**config.mk**
```make
export PLATFORM = sky130hd
export DESIGN_NAME = fetch_unit
export DESIGN_NICKNAME = d
export VERILOG_FILES = /design/src/rtl/fetch_unit.sv
export SDC_FILE = /design/constraint.sdc
export NUM_CORES = 1
export LEC_CHECK = 0
export CORE_MARGIN = 8
export CORE_UTILIZATION = 24
export DETAILED_ROUTE_END_ITERATION = 8
export PLACE_DENSITY = 0.44
export RECOVER_POWER = 100
export SLEW_MARGIN = 20
export SYNTH_ARGS = -nofsm -noshare
export SYNTH_HDL_FRONTEND = slang
export SYNTH_SLANG_ARGS = --single-unit
```
**constraint.sdc**
```tcl
create_clock -name clk -period 10.6 [get_ports clk]
set_input_delay 1.59 -clock clk [delete_from_list [all_inputs] [get_ports clk]]
set_output_delay 1.59 -clock clk [all_outputs]
set_load 0.005 [all_outputs]
```
**src/rtl/fetch_unit.sv**
```systemverilog
// fetch_unit -- MIPS instruction fetch stage feeding the main decoder.
//
// Holds the PC and keeps at most one instruction-memory request outstanding.
// The IF/ID register sits between this stage and the decoder. A one-entry skid
// buffer holds a response that arrives while decode is stalled. A branch or
// jump redirect flushes IF/ID, and any fetch still in flight is drained and
// its data thrown away.
//
// Optional build macro: FETCH_PERF_EN adds the fetch_count output, which
// counts IF/ID loads.
//
// Ports:
//   clk, reset                      clock and async active-high reset
//   imem_req, imem_addr             fetch request / address (address = pc)
//   imem_rdata, imem_valid          one-cycle memory response
//   stall                           decode hazard, IF/ID holds
//   branch_taken, branch_target     redirect from the branch unit (wins)
//   jump, jump_target               redirect from decode
//   id_valid, id_instr, id_op,
//   id_pc4                          IF/ID register outputs
//   fetch_count                     (FETCH_PERF_EN only) IF/ID load counter
//
// state   | meaning
// S_IDLE  | just out of reset, no request yet
// S_FETCH | request outstanding at pc
// S_HOLD  | response parked in skid, waiting for stall to drop
// S_DRAIN | redirected mid-request, waiting to discard the stale response
module fetch_unit #(
    parameter logic [31:0] RESET_PC = 32'h0000_0000
) (
    input  logic        clk,
    input  logic        reset,
    output logic        imem_req,
    output logic [31:0] imem_addr,
    input  logic [31:0] imem_rdata,
    input  logic        imem_valid,
    input  logic        stall,
    input  logic        branch_taken,
    input  logic [31:0] branch_target,
    input  logic        jump,
    input  logic [31:0] jump_target,
    output logic        id_valid,
    output logic [31:0] id_instr,
    output logic [5:0]  id_op,
    output logic [31:0] id_pc4
`ifdef FETCH_PERF_EN
    ,
    output logic [31:0] fetch_count
`endif
);

    typedef enum logic [1:0] {
        S_IDLE  = 2'd0,
        S_FETCH = 2'd1,
        S_HOLD  = 2'd2,
        S_DRAIN = 2'd3
    } state_t;

    state_t      state, state_n;
    logic [31:0] pc, pc_n;
    logic [31:0] pc_plus4;
    logic        id_valid_n;
    logic [31:0] id_instr_n, id_pc4_n;
    logic [31:0] skid_instr, skid_instr_n;
    logic [31:0] skid_pc4, skid_pc4_n;
    logic        redirect;
    logic [31:0] redirect_tgt;

    assign pc_plus4 = pc + 32'd4;
    assign redirect = (branch_taken | jump) && (state != S_IDLE);
    // Branch is the older instruction, so it takes priority over a jump.
    assign redirect_tgt = (branch_taken ? branch_target : jump_target) & 32'hFFFF_FFFC;

    assign imem_addr = pc;
    assign id_op     = id_instr[31:26];

    always_comb begin
        state_n      = state;
        pc_n         = pc;
        // A consumed entry becomes a bubble unless something new is loaded.
        id_valid_n   = stall ? id_valid : 1'b0;
        id_instr_n   = id_instr;
        id_pc4_n     = id_pc4;
        skid_instr_n = skid_instr;
        skid_pc4_n   = skid_pc4;
        imem_req     = 1'b0;

        case (state)
            S_IDLE: begin
                state_n = S_FETCH;
            end
            S_FETCH: begin
                imem_req = 1'b1;
                if (imem_valid) begin
                    pc_n = pc_plus4;
                    if (!stall) begin
                        id_valid_n = 1'b1;
                        id_instr_n = imem_rdata;
                        id_pc4_n   = pc_plus4;
                    end else begin
                        skid_instr_n = imem_rdata;
                        skid_pc4_n   = pc_plus4;
                        state_n      = S_HOLD;
                    end
                end
            end
            S_HOLD: begin
                if (!stall) begin
                    id_valid_n = 1'b1;
                    id_instr_n = skid_instr;
                    id_pc4_n   = skid_pc4;
                    state_n    = S_FETCH;
                end
            end
            S_DRAIN: begin
                if (imem_valid) begin
                    state_n = S_FETCH;
                end
            end
            default: begin
                state_n = S_IDLE;
            end
        endcase

        // Flush beats stall. Anything decided above for this cycle is dropped.
        // A request that is still in flight has to be drained first.
        if (redirect) begin
            pc_n         = redirect_tgt;
            id_valid_n   = 1'b0;
            id_instr_n   = id_instr;
            id_pc4_n     = id_pc4;
            skid_instr_n = 32'd0;
            skid_pc4_n   = 32'd0;
            state_n      = (state == S_FETCH && !imem_valid) ? S_DRAIN : S_FETCH;
        end
    end

    always_ff @(posedge clk or posedge reset) begin
        if (reset) begin
            state      <= S_IDLE;
            pc         <= RESET_PC;
            id_valid   <= 1'b0;
            id_instr   <= 32'd0;
            id_pc4     <= 32'd0;
            skid_instr <= 32'd0;
            skid_pc4   <= 32'd0;
        end else begin
            state      <= state_n;
            pc         <= pc_n;
            id_valid   <= id_valid_n;
            id_instr   <= id_instr_n;
            id_pc4     <= id_pc4_n;
            skid_instr <= skid_instr_n;
            skid_pc4   <= skid_pc4_n;
        end
    end

`ifdef FETCH_PERF_EN
    logic load_id;

    assign load_id = !redirect && !stall &&
                     ((state == S_FETCH && imem_valid) || state == S_HOLD);

    always_ff @(posedge clk or posedge reset) begin
        if (reset) begin
            fetch_count <= 32'd0;
        end else if (load_id) begin
            fetch_count <= fetch_count + 32'd1;
        end
    end
`endif

endmodule

```
== Yosys cells after proc, flatten, opt, wreduce, memory -nomap -nowiden ==
Index checks and enable logic that the tools add are counted.

* Reduce and logical (&&, ||, !) cells: 13
* Multiplexer cells: 33
* Eq/ne operators: 10
* Add/sub/neg operators: 1
* Bitwise logic cells: 2

{| class="wikitable"
|+ Operator list
! kind !! count
|-
| 32-bit two-way mux || 18
|-
| 32-bit case mux with 2 select lines || 2
|-
| 32-bit by 3-bit adder with 32-bit output (second input constant) || 1
|-
| 2-bit two-way mux || 6
|-
| 3-bit inequality test (second input constant) || 4
|-
| 2-bit nonzero test || 5
|-
| 2-bit case mux with 4 select lines || 1
|-
| 2-bit inequality test (second input constant) || 3
|-
| 1-bit two-way mux || 5
|-
| 5-bit AND reduction || 1
|-
| 2-bit == test (second input constant) || 2
|-
| 4-bit AND reduction || 1
|-
| 3-bit AND reduction || 1
|-
| 2-bit by 1-bit == test with 1-bit output (second input constant) || 1
|-
| 1-bit logical AND || 2
|-
| 2-bit logical NOT || 1
|-
| 1-bit case mux with 2 select lines || 1
|-
| 2-bit AND reduction || 1
|-
| 1-bit logical NOT || 1
|-
| 1-bit inverter || 1
|-
| 1-bit bitwise OR || 1
|}

* Register bits: 163
* Word-level logic and storage cells: 66

== Longest topological paths before layout ==
Gate-level depths: netlist (run 1).

* Depth after elaboration: 5
* Mapped depth: 9
* Depth with buffers taken out: 7

== Least setup slack after synthesis (run 1) ==
OpenSTA, ideal clock, no wires.

* Path type: input to register
* Start: in stall
* End: reg id_pc4[28]
* Arrival: 3.029 ns
* Buffers on the path: 3
* Cell stages on the path: 7
* Path slack: 7.475 ns
* Library setup time: 0.096 ns
* Cells stage by stage: clkbuf_1 nor2b_1 o2111ai_1 clkbuf_1 buf_1 nand2_1 o31ai_1

* Longest elaborated chain between the ends: 2

{| class="wikitable"
|+ RTL lines
! element !! RTL line !! source
|-
| from (decl) || 37 || <nowiki>input logic stall,</nowiki>
|-
| 2-bit inequality test (no source line) || - ||
|-
| 5-bit AND reduction (no source line) * || - ||
|-
| to (signal assigned) || 152 || <nowiki>id_pc4 <= id_pc4_n;</nowiki>
|-
| to (decl) || 45 || <nowiki>output logic [31:0] id_pc4</nowiki>
|}

Mark *: on every way between the ends. The rest lies on a longest branch, timed or not.
A chain may end at the register's enable or synchronous reset.

== Worst setup path in the final report (run 1) ==
* Start: in branch_taken
* End: reg id_pc4[14]

* Longest elaborated chain between the ends: 4

{| class="wikitable"
|+ RTL lines
! element !! RTL line !! source
|-
| from (decl) || 38 || <nowiki>input logic branch_taken,</nowiki>
|-
| 1-bit bitwise OR || 70 || <nowiki>assign redirect = (branch_taken | jump) && (state != S_IDLE);</nowiki>
|-
| 1-bit logical AND || 70 ||
|-
| 1-bit inverter (no source line) || - ||
|-
| 5-bit AND reduction (no source line) || - ||
|}

No other way between the ends.

==> results of run 1 <==
==> metal layers <==
metal | track usage [%] | up-vias
met5 | 0 | -
met1 | 18.4 | 3051
li1 | - | 3214
met2 | 21.1 | 172
met4 | 3.46 | 2
met3 | 4.48 | 16
==> synthesized netlist by cell type (10+ instances only) <==
library cell | number | area (um^2)
dfrtp_1 | 159 | 3980
nand2_1 | 101 | 379
o21ai_0 | 72 | 360
clkbuf_1 | 43 | 161
a22o_1 | 41 | 359
mux2i_1 | 41 | 410
a21oi_1 | 36 | 180
nand3_1 | 32 | 160
nor2_1 | 32 | 120
xnor2_1 | 32 | 280
a211oi_1 | 29 | 218
nor2b_1 | 28 | 175
xor2_1 | 19 | 166
nor3_1 | 17 | 85.1
inv_1 | 11 | 41.3
o211ai_1 | 10 | 75.1
==> report_power, final <==
| part | leakage [uW] | switching [uW] | total [uW] | internal, uW |
|---|---|---|---|---|
| logic | 0.00205 | 561 | 1060 | 500 |
| registers | 0.00202 | 184 | 1010 | 823 |
| clock network | 0.000270 | 273 | 619 | 346 |
==> sequential cells by signal (all words and copies together), names as in the netlist <==
signal / count
id_instr: 32
skid_instr: 32
id_pc4: 31
skid_pc4: 31
imem_addr: 30
state: 2
id_valid: 1
==> worst register-to-register path, stage by stage, from the launching register on <==
cell	delay [ns]
dfrtp_1	0.43
inv_1	0.09
ha_1	0.28
nand2_1	0.09
buf_4	0.25
nor2_1	0.18
nor2_4	0.10
clkbuf_1	2.43
nor2_1	0.51
buf_4	0.49
a22o_1	0.30
==> logic make-up (layout without fill, tap and decap cells) <==
family                   count (synthesis)  count (layout)  synth area share, %
buffers and inverters                   79             251                 4.37
AO/OA/AOI/OAI                          214             214                 17.2
flip-flops                             159             159                 49.9
adder cells (fa/ha/maj)                  5               5                0.784
other                                    1               2               0.0470
XOR/XNOR                                51              51                 5.60
AND/OR/NAND/NOR                        260             260                 16.7
multiplexers                            43              43                 5.42
==> final cells by class <==
type,count,area (um^2)
clock buffer,22,474
clock inverter,10,104
fill,3415,21700
inverter,11,42.5
multi-input combinational,575,3690
sequential,159,3980
tap,442,553
timing repair buffer,208,2040
==> through the flow <==
stage | instances | cell area [um^2] | hold WS (ns) | setup WS [ns]
2_1_floorplan | 813 | 7980 | 0.449 | 4.72
3_3_place_gp | 1395 | 10300 | 0.461 | 5.72
3_5_place_dp | 1395 | 10300 | 0.470 | 5.73
4_1_cts | 1427 | 10900 | 0.484 | 6.20
5_1_grt | 1427 | 10900 | 0.496 | 3.21
6_report | 1427 | 10900 | 0.470 | 3.89
==> worst max-delay path by stage <==
stage,endpoint,from,slack (ns)
2_1_floorplan,id_instr[0],reset,4.72
3_3_place_gp,id_pc4[23],stall,5.72
3_5_place_dp,id_pc4[23],stall,5.73
4_1_cts,id_pc4[23],stall,6.20
5_1_grt,id_pc4[26],branch_taken,3.21
6_report,id_pc4[14],branch_taken,3.89
==> placed cells by master (no fill, tap or decap), types with 10 or more instances in the layout <==
cell               n
a211oi_1          29
a21oi_1           35
a22o_1            41
clkbuf_16         17
clkdlybuf4s50_1   95
dfrtp_1          159
dlygate4sd3_1    103
inv_1             10
mux2i_1           41
nand2_1          101
nand3_1           32
nor2_1            31
nor2b_1           28
nor3_1            17
o211ai_1          10
o21ai_0           78
xnor2_1           32
xor2_1            19
==> metrics.yaml, run 1 <==
worst_setup_path:
  path_delay_family: "buffers and inverters"
  required_ns: 10.91
  rrSetupSlack_ns: 5.33
  worst_ep_arrival_time_ns: 7.02
  cp_max_fo: 63
  critical_path_class: "in2reg"
  worst-path-stages: 6
  critical_path.endpoint_type: "register"
  critical_path.max_stage_delay_ns: 2.02
  cp-start-kind: "input pin"
  crit_path_frequent_cell: "clkbuf_1"
  worstPathCellList: "clkbuf_1, o21bai_4, clkbuf_1, o211ai_1, a21oi_2, mux2_2"
  worstPathBufferInverterCount: 2
  ff2ff_path_depth: 10
  worstReg2RegStart: "state[1]"
  cp_slowest_cell: "clkbuf_1"
  rr_endpoint: "skid_instr[18]"
hold_path:
  min_to: "id_instr[22]"
  hold-path-cell-count: 2
  hold_path_class: "reg2reg"
  hold_start: "id_instr[22]"
routing:
  via_count: 6455
  wirelength_met1_um: 12400
  detailroute.wirelength.met3_um: 1970
  post-route-drc-count: 0
  final_antenna_net_count: 0
  detailedRoute.firstPassIterationCount: 5
  post_drt_via_cell_ratio: 4.52
  dr.max_layer_used: "met5"
  avgRoutedWirePerCell_um: 18.4
  first_iter_violations: 316
  met2RoutedLength_um: 11600
  wire_length_reported_by_the_detailed_router_um: 26300
floorplan:
  initial_utilization_pct: 24.5
  dieArea_mm2: 0.0393
  fp.dieH_um: 198
  floorplan.core_area_mm2: 0.0326
  ios: 206
  fp-row-count: 66
  die_x_um: 198
sta:
  maximum_clock_rate_mhz: 149
  worst_margin_slew_ns: 3.46
  worst_clock_skew_ns: 0.0169
  hold_viol: 0
  maxSlewViolCount: 309
  grt_setup_unrepaired: "false"
  timing.slew.headroom_pct: -131
  timing.final.crit_share_pct: 63.3
  report.final.setup_viol: 0
  setup_tns_ns: 0
  layout_min_cycle_time_ns: 6.71
placement:
  hpwl_um: 18400
  i_o_buffers: 199
  gpl_wtd_cong: 0.763
logic_synthesis:
  postSynthCellCount: 812
  synthesis.area_mm2: 0.00798
  postSynthAreaPerCell_um2: 9.83
  yosys_warnings: 0
  synth_cell_types: 56
  synth_enable_flop_cells: 0
  synth.yosys.seq_area_share_pct: 49.9
  synth_top_flop_cell: "dfrtp_1"
  synth_async_sr_flop_share_pct: 100
  synth.ff_latch_count: 159
global_route:
  grt.overflow.total: 0
  grt_util_all_layers_pct: 13.7
  vias_in_the_first_global_route: 6739
  grt_max_degree: 83
  antenna_found_initial: 1
  grt_first_pass_wirelength_um: 42000
clock_network:
  tritoncts: "built"
  post_cts.repair.setup_buffers: 0
  cts.repair.resized: 0
  cts-buffers-inserted: 17
  h-tree-depth: 4
  clockBufferDepth: 2
  worstSkewPairLatency_ns: 0.43
  cts.clk_slew.worst_paths_ns: 0.07
  clock-root-buffer: "clkbuf_16"
  numClockSinks: 159
  post_cts_hold_buffer_count: 0
final_layout:
  post_route_cells_drive_above_1_share_pct: 6.09
  synthToLayoutAreaGrowth_pct: 36.4
  nNetsFinal: 1079
  num_antenna_cells: 0
  final_core_util_pct: 33.4
power:
  worst_ir_drop_vdd_mv: 0.108
  leakage_uw: 0.00434
  design_power_total_uw: 2690
  powerDensity_mw_per_mm2: 247
job:
  cap_violations: 6
status:
  violations: "max-capacitance violations, max-slew violations"
  outcome: "finished with violations"
Power figures use the tool's default switching activity.
==> run 2: changes to the inputs <==
- clock period: 10.6 -> 6.6 ns (I/O delays scaled with it)
==> run 2 against run 1 <==
  * The flow still finishes with violations (max-capacitance violations, max-slew violations)
  * Flip-flop and latch count unchanged
  * Clock power grew 52%
  * Non-clock buffer count down 2
  * Die area did not move
  * First-iteration DRC count is 19% higher
  * Largest power group unchanged
==> metrics.yaml, run 2 (same netlist as run 1, synthesis figures left out) <==
worst_setup_path:
  cp-start-kind: "input pin"
  rr_endpoint: "skid_instr[28]"
  worstReg2RegStart: "state[1]"
  rrSetupSlack_ns: 3.05
  ff2ff_path_depth: 7
  critical_path.endpoint_type: "register"
  worst_ep_arrival_time_ns: 4.90
  critical_path_class: "in2reg"
  cp_max_fo: 61
  required_ns: 6.90
sta:
  maxSlewViolCount: 122
  timing.slew.headroom_pct: -54.4
  hold_viol: 0
  setup_tns_ns: 0
  worst_margin_slew_ns: 2.32
  report.final.setup_viol: 0
  worst_clock_skew_ns: 0.0101
  maximum_clock_rate_mhz: 218
  timing.final.crit_share_pct: 69.6
  grt_setup_unrepaired: "false"
  layout_min_cycle_time_ns: 4.60
global_route:
  antenna_found_initial: 1
  met3_usage_pct: 4.70
  grt_max_degree: 160
  met1_track_utilization_from_global_routing_pct: 18.4
  grt.overflow.total: 0
  grt_util_met2_pct: 20.6
  grt_util_all_layers_pct: 13.7
  grt_busiest_layer: "met2"
  vias_in_the_first_global_route: 6730
  grt_first_pass_wirelength_um: 41800
final_layout:
  final_common_cell: "dfrtp_1"
  layout_top_registers: "id_instr x32, skid_instr x32"
  post_route_cells_drive_above_1_share_pct: 6.10
  synthToLayoutAreaGrowth_pct: 36.2
  nNetsFinal: 1077
  layout.cells.non_filler: 1425
  fillCellCount: 3406
  num_antenna_cells: 0
  final_cell_mix: "dfrtp_1 (159), dlygate4sd3_1 (104), nand2_1 (101)"
hold_path:
  hold_path_class: "reg2reg"
  min_to: "id_pc4[28]"
  hold-path-cell-count: 2
  hold_start: "id_pc4[28]"
floorplan:
  ios: 206
  floorplan.core_area_mm2: 0.0326
  die_x_um: 198
  fp.dieH_um: 198
  fp-row-count: 66
  initial_utilization_pct: 24.5
  dieArea_mm2: 0.0393
routing:
  avgRoutedWirePerCell_um: 18.5
  detailedRoute.firstPassIterationCount: 5
  first_iter_violations: 377
  via_count: 6497
  post-route-drc-count: 0
  post_drt_via_cell_ratio: 4.56
  final_antenna_net_count: 0
  wire_length_reported_by_the_detailed_router_um: 26400
placement:
  gpl_wtd_cong: 0.781
  dp_cells: 1393
  hpwl_um: 18100
  i_o_buffers: 199
job:
  cap_violations: 2
clock_network:
  post_cts.repair.setup_buffers: 0
  cts.clk_slew.worst_paths_ns: 0.06
  cts-buffers-inserted: 17
  h-tree-depth: 4
  worstSkewPairLatency_ns: 0.43
  clock-root-buffer: "clkbuf_16"
  tritoncts: "built"
  clockBufferDepth: 2
  post_cts_hold_buffer_count: 0
  cts.repair.resized: 0
  numClockSinks: 159
power:
  worst_ir_drop_vdd_mv: 0.182
  leakage_uw: 0.00433
  powerDensity_mw_per_mm2: 393
status:
  violations: "max-capacitance violations, max-slew violations"
  outcome: "finished with violations"
==> run 2: cell count changes in the layout (fill, tap and decap cells not counted), sizes merged <==
| cell | delta |
|---|---|
| bufinv | -1 |
| clkdlybuf4s50 | -1 |
| dlygate4sd3 | +1 |
| inv | -1 |
==> run 2: worst max path at each step <==
stage	from	end	slack, ns	depth (start not counted)
after floorplan	reset	id_instr[0]	1.32	1
after global placement	branch_taken	id_pc4[12]	2.51	6
after detailed placement	branch_taken	id_pc4[12]	2.49	6
after CTS	branch_taken	id_pc4[14]	2.94	6
after global routing	branch_taken	skid_instr[28]	1.51	6
final	branch_taken	skid_instr[28]	2.00	6
==> run 2: through the flow <==
stage	util [%]	setup slack [ns]	cell area [um^2]	total power (uW)	hold slack, ns
after CTS	33.4	2.94	10900	4480	0.484
after global placement	31.7	2.51	10300	3500	0.461
after detailed placement	31.7	2.49	10300	3510	0.467
final	33.3	2.00	10900	4270	0.470
after global routing	33.3	1.51	10900	4610	0.491
after floorplan	-	1.32	7980	2520	0.449
==> run 2: critical path: stages <==
cell	delay, ns
clkbuf_1	1.62
nor2_1	0.05
nor2_1	0.69
nor2_4	0.09
clkbuf_2	0.87
a22o_1	0.54
==> run 2: cell type report <==
class	count	area, um^2	share of cell area [%]
Clock buffer	24	482	4.43
Multi-Input combinational cell	575	3700	34.1
Inverter	11	42.5	0.391
Clock inverter	8	57.6	0.530
Tap cell	442	553	5.09
Timing Repair Buffer	206	2050	18.8
Sequential cell	159	3980	36.6
==> run 2: routing by layer <==
metal	vias to the layer above	share of wire, %
li1	3202	-
met4	2	1.3
met3	21	8.1
met5	-	0.049
met1	3087	47
met2	185	43
==> run 2: power by group <==
part | total (uW) | internal [uW] | switching, uW | leakage, uW
registers | 1620 | 1320 | 295 | 0.00202
clock network | 938 | 513 | 425 | 0.000253
logic | 1710 | 799 | 914 | 0.00205
==> run 3: changes to the inputs <==
- clock period: 6.6 -> 4.8 ns (I/O delays scaled with it)
==> run 3 against run 2 <==
  * The flow still finishes with violations (max-capacitance violations, max-slew violations)
  * Total power increased by 41%
  * Clock-buffer cell count shrank 3
  * Global-route usage down 0.062 points
  * Non-clock buffer count up 4
  * Worst hold slack barely moved
  * Critical endpoint is now id_pc4[14]
  * Largest power group unchanged
==> metrics.yaml, run 3 (same netlist as run 1, synthesis figures left out) <==
status:
  outcome: "finished with violations"
  violations: "max-capacitance violations, max-slew violations"
routing:
  post-route-drc-count: 0
  post_drt_via_cell_ratio: 4.56
  final_antenna_net_count: 0
  via_count: 6514
  detailedRoute.firstPassIterationCount: 4
  avgRoutedWirePerCell_um: 18.4
  wire_length_reported_by_the_detailed_router_um: 26300
  first_iter_violations: 412
clock_network:
  post_cts.repair.setup_buffers: 0
  worstSkewPairLatency_ns: 0.43
  clock-root-buffer: "clkbuf_16"
  cts.repair.resized: 0
  h-tree-depth: 4
  cts-buffers-inserted: 17
  cts.clk_slew.worst_paths_ns: 0.06
  clockBufferDepth: 2
  tritoncts: "built"
  post_cts_hold_buffer_count: 0
  numClockSinks: 159
floorplan:
  dieArea_mm2: 0.0393
  fp-row-count: 66
  ios: 206
  floorplan.core_area_mm2: 0.0326
  initial_utilization_pct: 24.5
  fp.dieH_um: 198
  die_x_um: 198
final_layout:
  synthToLayoutAreaGrowth_pct: 37.2
  nNetsFinal: 1081
  layout.area.seq_mm2: 0.00398
  post_route_cells_drive_above_1_share_pct: 6.59
  layout_top_registers: "id_instr x32, skid_instr x32"
  final_core_util_pct: 33.6
  num_antenna_cells: 0
  final_common_cell: "dfrtp_1"
  fillCellCount: 3414
  final_cell_mix: "dfrtp_1 (159), dlygate4sd3_1 (103), nand2_1 (101)"
  multi_input_comb_area_mm2: 0.00370
power:
  internal_dissipation_uw: 3740
  power_switching_share_pct: 37.7
  powerDensity_mw_per_mm2: 548
  design_power_total_uw: 6000
  pwr-share-comb_pct: 39.4
  seqPwrFrac_pct: 37.0
  share_clk_of_total_power_pct: 23.6
  worst_ir_drop_vdd_mv: 0.278
  net_switching_power_figure_uw: 2260
  leakage_uw: 0.00438
sta:
  report.final.setup_viol: 0
  fin_worst_hold_slack_ns: 0.470
  grt_setup_unrepaired: "false"
  hold_viol: 0
  setup_slack_ns: 1.17
  maximum_clock_rate_mhz: 275
  worst_margin_slew_ns: 2.39
  layout_min_cycle_time_ns: 3.63
  worst_clock_skew_ns: 0.0147
  timing.final.crit_share_pct: 75.7
  maxSlewViolCount: 220
  timing.slew.headroom_pct: -59.5
  setup_tns_ns: 0
worst_setup_path:
  cp_max_fo: 59
  critical_path.endpoint_type: "register"
  required_ns: 5.11
  critical_path_class: "in2reg"
  rrSetupSlack_ns: 1.82
  worst_ep_arrival_time_ns: 3.94
  ff2ff_path_depth: 8
  cp-start-kind: "input pin"
placement:
  gpl_wtd_cong: 0.769
  place_worst_setup_slack_ns: 1.24
  hpwl_um: 18300
  i_o_buffers: 199
global_route:
  grt_first_pass_wirelength_um: 41600
  grt_util_all_layers_pct: 13.6
  grt_max_degree: 160
  grt.overflow.total: 0
  vias_in_the_first_global_route: 6670
  antenna_found_initial: 1
hold_path:
  hold_path_class: "reg2reg"
  hold-path-cell-count: 2
job:
  cap_violations: 2
run 3: cell count changes in the layout (fill, tap and decap cells not counted), moves of 2 or more:
cell,delta
buf_4,+4
bufinv_16,+2
clkbuf_1,-2
inv_6,+2
run 3: area by class of cell:
cell class / instances / area share (%)
multi-input cells: 575 / 33.8
clock inverters: 11 / 1.18
well taps: 442 / 5.05
flip-flops and latches: 159 / 36.4
repair buffers: 210 / 18.9
inverters: 11 / 0.412
clock buffers: 21 / 4.30
run 3: worst paths after layout:
check | from | end
worst max-delay path | branch_taken | id_pc4[14]
worst min-delay path | id_instr[6] | id_instr[6]
worst max register to register | state[1] | skid_instr[25]
worst min register to register | id_instr[6] | id_instr[6]
max in group asynchronous | reset | id_pc4[17]
min in group asynchronous | reset | id_instr[22]
run 3: power groups by stage:
stage	Sequential, uW	Clock, uW	Combinational, uW
2_1_floorplan	2160	0	1300
6_report	2220	1410	2360
3_5_place_dp	2270	0	2570
5_1_grt	2310	1520	2640
4_1_cts	2250	1470	2590
3_3_place_gp	2260	0	2560
run 3: metal layers:
metal / GRT usage, % / wire (um)
met3: 4.09 / 1750
met2: 20.4 / 11500
met5: 0 / 13
met1: 18.7 / 12700
met4: 3.73 / 346
run 3: worst max-delay path, cell delays in order:
cell and delay [ns]:
clkbuf_1 1.63, o21bai_4 0.26, o211ai_1 0.42, a21oi_1 0.08, clkbuf_1 0.42, mux2_2 0.40
run 3: through the flow:
| stage | cell area [um^2] | instances |
|---|---|---|
| final | 10900 | 1429 |
| after global routing | 10900 | 1429 |
| after CTS | 11000 | 1429 |
| after detailed placement | 10400 | 1397 |
| after global placement | 10400 | 1397 |
| after floorplan | 7990 | 813 |
